**config.mk**
```make
export PLATFORM = sky130hd
export DESIGN_NAME = cycle_timer_pager
export DESIGN_NICKNAME = d
export VERILOG_FILES = /design/src/rtl/cycle_timer_pager.sv
export SDC_FILE = /design/constraint.sdc
export NUM_CORES = 1
export LEC_CHECK = 0
export CORE_MARGIN = 2
export CORE_UTILIZATION = 62
export CTS_CLUSTER_DIAMETER = 100
export DETAILED_ROUTE_END_ITERATION = 10
export PLACE_DENSITY = 0.8
export SYNTH_ARGS = -nofsm -noshare
export SYNTH_HDL_FRONTEND = slang
export SYNTH_SLANG_ARGS = --single-unit
```
**constraint.sdc**
```tcl
create_clock -name CLOCK_50 -period 9.6 [get_ports CLOCK_50]
set_input_delay 2.88 -clock CLOCK_50 [delete_from_list [all_inputs] [get_ports CLOCK_50]]
set_output_delay 2.88 -clock CLOCK_50 [all_outputs]
set_load 0.01 [all_outputs]
```
**src/rtl/cycle_timer_pager.sv**
```systemverilog
// Start/stop elapsed-cycle timer: snapshot is converted to BCD by shift-add-3 and shown page by page.
// Define CT_LEADING_BLANK_EN to skip leading all-zero pages while paging.
module cycle_timer_pager #(
   parameter int CNT_W    = 36,
   parameter int DIGITS   = 11,
   parameter int GROUP    = 3,
   parameter int PAGE_DIV = 25000000,
   localparam int NPAGES  = (DIGITS + GROUP - 1) / GROUP,
   localparam int IDX_W   = (NPAGES > 1) ? $clog2(NPAGES) : 1
) (
   input  logic                 CLOCK_50,
   input  logic                 reset,
   input  logic                 toggleBtn,
   output logic [4*GROUP-1:0]   page_bcd,
   output logic [IDX_W-1:0]     page_idx,
   output logic                 running,
   output logic                 busy,
   output logic                 overflow
);

   localparam int PAD_W = 4 * NPAGES * GROUP;
   localparam int TMR_W = (PAGE_DIV > 1) ? $clog2(PAGE_DIV) : 1;
   localparam int BIT_W = $clog2(CNT_W + 1);
   localparam logic [TMR_W-1:0] LAST_TICK = TMR_W'(PAGE_DIV - 1);
   localparam logic [BIT_W-1:0] LAST_BIT  = BIT_W'(CNT_W - 1);
   localparam logic [IDX_W-1:0] LAST_PAGE = IDX_W'(NPAGES - 1);

   localparam logic [1:0] STOPPED = 2'd0;
   localparam logic [1:0] RUN     = 2'd1;
   localparam logic [1:0] CONVERT = 2'd2;
   localparam logic [1:0] SHOW    = 2'd3;

   // 10^DIGITS >= 2^CNT_W  <=>  DIGITS * log2(10) >= CNT_W
   generate
      if (longint'(DIGITS) * 3321928 < longint'(CNT_W) * 1000000) begin : g_digits_too_small
         $error("cycle_timer_pager: DIGITS cannot hold a CNT_W-bit count");
      end
   endgenerate

   logic [1:0]          state;
   logic                sync1, sync2, sync3;
   logic                toggle_ev;
   logic [CNT_W-1:0]    cnt, cnt_inc, shift_reg, shift_next;
   logic [4*DIGITS-1:0] bcd, bcd_adj, bcd_next;
   logic [BIT_W-1:0]    bit_cnt;
   logic [TMR_W-1:0]    page_tmr;
   logic [IDX_W-1:0]    page_reg, page_inc, next_page, first_page_next;
   logic [PAD_W-1:0]    padded;

   always_ff @(posedge CLOCK_50 or posedge reset) begin
      if (reset) begin
         sync1 <= 1'b1;
         sync2 <= 1'b1;
         sync3 <= 1'b1;
      end else begin
         sync1 <= toggleBtn;
         sync2 <= sync1;
         sync3 <= sync2;
      end
   end

   assign toggle_ev = sync3 & ~sync2;
   assign cnt_inc   = cnt + 1'b1;
   assign page_inc  = page_reg + 1'b1;

   always_comb begin
      bcd_adj = bcd;
      for (int i = 0; i < DIGITS; i++) begin
         if (bcd[4*i +: 4] > 4'd4) bcd_adj[4*i +: 4] = bcd[4*i +: 4] + 4'd3;
      end
      bcd_next   = {bcd_adj[4*DIGITS-2:0], shift_reg[CNT_W-1]};
      shift_next = {shift_reg[CNT_W-2:0], 1'b0};
   end

`ifdef CT_LEADING_BLANK_EN
   logic [IDX_W-1:0] first_page;

   // First page holding a nonzero digit; the last page is never skipped.
   function automatic logic [IDX_W-1:0] first_nonblank(input logic [4*DIGITS-1:0] v);
      logic [PAD_W-1:0] p;
      logic             found;
      first_nonblank = LAST_PAGE;
      p = '0;
      p[4*DIGITS-1:0] = v;
      found = 1'b0;
      for (int i = 0; i < NPAGES - 1; i++) begin
         if (!found && p[(NPAGES-1-i)*4*GROUP +: 4*GROUP] != '0) begin
            first_nonblank = IDX_W'(i);
            found = 1'b1;
         end
      end
   endfunction

   assign first_page      = first_nonblank(bcd);
   assign first_page_next = first_nonblank(bcd_next);
   assign next_page       = (page_reg == LAST_PAGE || page_inc < first_page) ? first_page : page_inc;
`else
   assign first_page_next = '0;
   assign next_page       = (page_reg == LAST_PAGE) ? '0 : page_inc;
`endif

   always_ff @(posedge CLOCK_50 or posedge reset) begin
      if (reset) begin
         state     <= STOPPED;
         cnt       <= '0;
         shift_reg <= '0;
         bcd       <= '0;
         bit_cnt   <= '0;
         page_tmr  <= '0;
         page_reg  <= '0;
         overflow  <= 1'b0;
      end else begin
         case (state)
            STOPPED, SHOW: begin
               if (toggle_ev) begin
                  state    <= RUN;
                  cnt      <= '0;
                  overflow <= 1'b0;
                  page_reg <= '0;
                  page_tmr <= '0;
               end else if (page_tmr == LAST_TICK) begin
                  page_tmr <= '0;
                  page_reg <= next_page;
               end else begin
                  page_tmr <= page_tmr + 1'b1;
               end
            end
            RUN: begin
               // The exit edge still counts, so a wrap on that edge snapshots 0.
               cnt <= cnt_inc;
               if (&cnt) overflow <= 1'b1;
               if (toggle_ev) begin
                  state     <= CONVERT;
                  shift_reg <= cnt_inc;
                  bcd       <= '0;
                  bit_cnt   <= '0;
               end
            end
            default: begin
               shift_reg <= shift_next;
               bcd       <= bcd_next;
               bit_cnt   <= bit_cnt + 1'b1;
               if (bit_cnt == LAST_BIT) begin
                  state    <= SHOW;
                  page_reg <= first_page_next;
                  page_tmr <= '0;
               end
            end
         endcase
      end
   end

   assign running = (state == RUN);
   assign busy    = (state == CONVERT);

   always_comb begin
      padded = '1;
      padded[4*DIGITS-1:0] = bcd;
      if (state == RUN || state == CONVERT) begin
         page_bcd = {GROUP{4'hE}};
         page_idx = '0;
      end else begin
         page_bcd = padded[(NPAGES-1-int'(page_reg))*4*GROUP +: 4*GROUP];
         page_idx = page_reg;
      end
   end

endmodule

```
==> results.md <==
* Final WL at roughly 22000 um
* Critical path arrival at ~3.7 ns
* Worst R2R Setup Slack at between 6 and 7 ns
* Lkg Pwr at approximately 4.4 nW
* Switching Fraction at 0.434
* Minimum clock period at about 6.6 ns
* H-Tree Depth at 4
* N_diodes at 0
* Die Y at 127 um
* I/O Buffers at 19
* Clock sink count at between 150 and 200
* Fill count at 1149
* TritonCTS clock tree: done
* R2R depth at 8
* Hold depth at 0
* Hold EP: sync2$_DFF_PP1_
* Worst-path clk slew at about 0.060 ns
* R2r endpoint: page_reg[0]$_DFFE_PP0P_
* Fmax at between 0.15 and 0.2 GHz
* HPWL Detailed at 14000 um
* Post-synthesis cell type count at between 60 and 70
* Most frequent cell after synthesis: dfrtp_1
* Max_cap viols at 0
* Rows at 45
* Setup TNS Final at 0 ns
* Area contributors post-synth: dfrtp_1, o21ai_0, mux2i_1, nand2_1, mux4_2
* Post-synth EDFFs at 0
* Die Width at ~130 um
* Slew HR at 0.258
* CTS Root Cell: clkbuf_16
* DRT iter0 DRCs at approximately 750
* Max FFs per register at 44
* Layout cells sized above 1 at 0.0820
* # IOs at 20
* R2R Path Start: state[0]$_DFFE_PP0P_
* Vias at about 8000
* Average cell area after synthesis at about 9 sq um
* Register area share after synthesis at 0.411
* Placed Cells incl. Taps at approximately 1200
* Final Max Tran Viols at 0
* DIE AREA at ~0.016 sq mm
* Hold_ws at around 0.35 ns
* Syn nets at 1068
* Synth async-reset ratio at 1.00
* Hold Path Class: register to register
* CTS Buf Count at 17
* Status: completed
* Largest net degree at the start of global routing at between 100 and 150
* Initial Util at 0.628
* Final-report setup violation count at 0
* Non-Filler Instances at between 1000 and 1500
* Crit path kind: register to primary output
* Synth Instances at 1045
* Post-synth top area cell: dfrtp_1
* Clock buffer depth at 2
* Critical path capture point type: primary output
* Residual DRC count at 0
* Final Hold Fails at 0
* Max IR drop VDD at approximately 0.21 mV
* Worst Tran Pin Value at between 1 and 1.5 ns
* Routed vias/inst at between 6 and 7
* Critical hold path startpoint: sync1$_DFF_PP1_
* Switching power at approximately 0.0013 W
* Antenna-violating nets left at 0
* First-pass GRT wire length at 38400 um
* Clock power share at 0.238
* Clk_lat worst skew at approximately 0.43 ns
* Final nets at about 1000
* WL per Instance at 18.0 um
* Hold Buf Count CTS at 0
* Area delta synth->final at 9.23%
* Top_reg_cell synth: dfrtp_1
* Yosys warnings at 0
* Initial antenna violation count at 0
* CP Launch Type: register
* Synth Register Bits at 155
* Worst clock skew at between 0.007 and 0.008 ns
* Number of global-route vias before repair at ~7600
* Sequential share of power at 0.285
* Tcrit/Tclk final at 0.684
* Synth top area share at 0.403
* Combinational power share at 0.477
* Syn Std Cell Area at about 0.0094 sq mm
* GRT Total Usage at 0.291
* GR Overflow Total at 0
* Commonest cells post-synth: dfrtp_1, o21ai_0, nand2_1
* Core area at ~0.015 sq mm
* CP Data Required Time at around 6.7 ns
* Post-CTS Setup Inserts at 0
* PostCTS Resize Cnt at 0
* Int Power at ~0.0017 W
* Gp weighted congestion at ~0.91
* RSZ-0062 raised after global routing: false
* PD cells at roughly 300 mW/mm^2
* Maximum fanout along the worst path at 47
* DR pass1 iterations at 5
through the flow:
step | utilization | area (sq um) | power [W] | worst slack [ns]
floorplan | - | 9440 | 0.00187 | 2.55
global placement | 0.645 | 9690 | 0.00225 | 3.53
detailed placement | 0.645 | 9690 | 0.00228 | 3.49
CTS | 0.686 | 10300 | 0.00300 | 3.03
global route | 0.686 | 10300 | 0.00322 | 2.78
finish | 0.686 | 10300 | 0.00301 | 3.03
cells in the final DEF (no fill, tap or decap), drive strengths merged, types with 6 or more instances in the layout:
cell type	Yosys	routed
nor3	28	28
mux4	16	16
nand2	97	97
nor2	72	72
ha	20	20
a31oi	13	13
and4	7	7
clkdlybuf4s50	0	19
a22o	16	16
o211ai	7	7
xnor2	33	33
nand4	21	21
nand3	29	29
clkbuf	57	18
a21oi	64	64
inv	50	53
xor2	15	15
o21ai	106	106
nor4	17	17
a21o	9	9
and3	30	30
o31ai	24	24
buf	13	11
o22ai	28	28
or3	9	9
or4	6	6
dfrtp	152	152
and2	7	7
a32o	10	10
mux2i	41	41
per-layer routing:
layer,wire length (um),GRT usage,up-vias
met4,461,0.107,0
met5,0,0,-
met2,10600,0.460,262
met3,1300,0.0599,37
li1,-,-,3794
met1,9760,0.402,3910
area by class of cell:
type                    count  area [sq um]  share of cell area
clock buffers              18           429              0.0416
repair buffers             30           273              0.0264
inverters                  51           196              0.0190
multi-input cells         769          5110               0.495
flip-flops and latches    155          3880               0.376
well taps                 188           235              0.0228
clock inverters            14           194              0.0188
kinds of logic (layout without fill, tap and decap cells):
group,after synthesis,in the layout,share of synthesized area
adders and majority gates,20,20,0.0265
DFF,155,155,0.411
buffers and inverters,121,113,0.0501
AOI/OAI and AO/OA,304,304,0.200
muxes,59,59,0.0840
and+or+nand+nor,338,338,0.184
xor gates and xnor gates,48,48,0.0445
critical path: stages, from the launching register on:
cell             delay, ns
dfrtp_1               0.37
inv_1                 0.27
ha_2                  0.97
mux4_2                0.60
nor2_1                0.11
a311oi_1              0.06
a311o_1               0.38
clkdlybuf4s50_1       0.48
power by group through the flow:
stage | combinational, W | sequential [W] | clock [W]
after global placement | 0.00139 | 0.000861 | 0
after detailed placement | 0.00141 | 0.000866 | 0
after global routing | 0.00159 | 0.000871 | 0.000756
final | 0.00144 | 0.000859 | 0.000716
after CTS | 0.00143 | 0.000856 | 0.000722
after floorplan | 0.00103 | 0.000836 | 0
worst max path at each step:
stage                            startpoint                  to  slack [ns]  depth (start not counted)
CTS                 page_reg[0]$_DFFE_PP0P_         page_bcd[5]        3.03                          7
detailed placement  page_reg[0]$_DFFE_PP0P_         page_bcd[5]        3.49                          7
finish              page_reg[0]$_DFFE_PP0P_         page_bcd[5]        3.03                          7
global placement    page_reg[0]$_DFFE_PP0P_         page_bcd[5]        3.53                          7
global route        page_reg[0]$_DFFE_PP0P_         page_bcd[5]        2.78                          7
floorplan                             reset  bcd[0]$_DFFE_PP0P_        2.55                          1
Note: power is estimated with default switching activity, not from simulation.
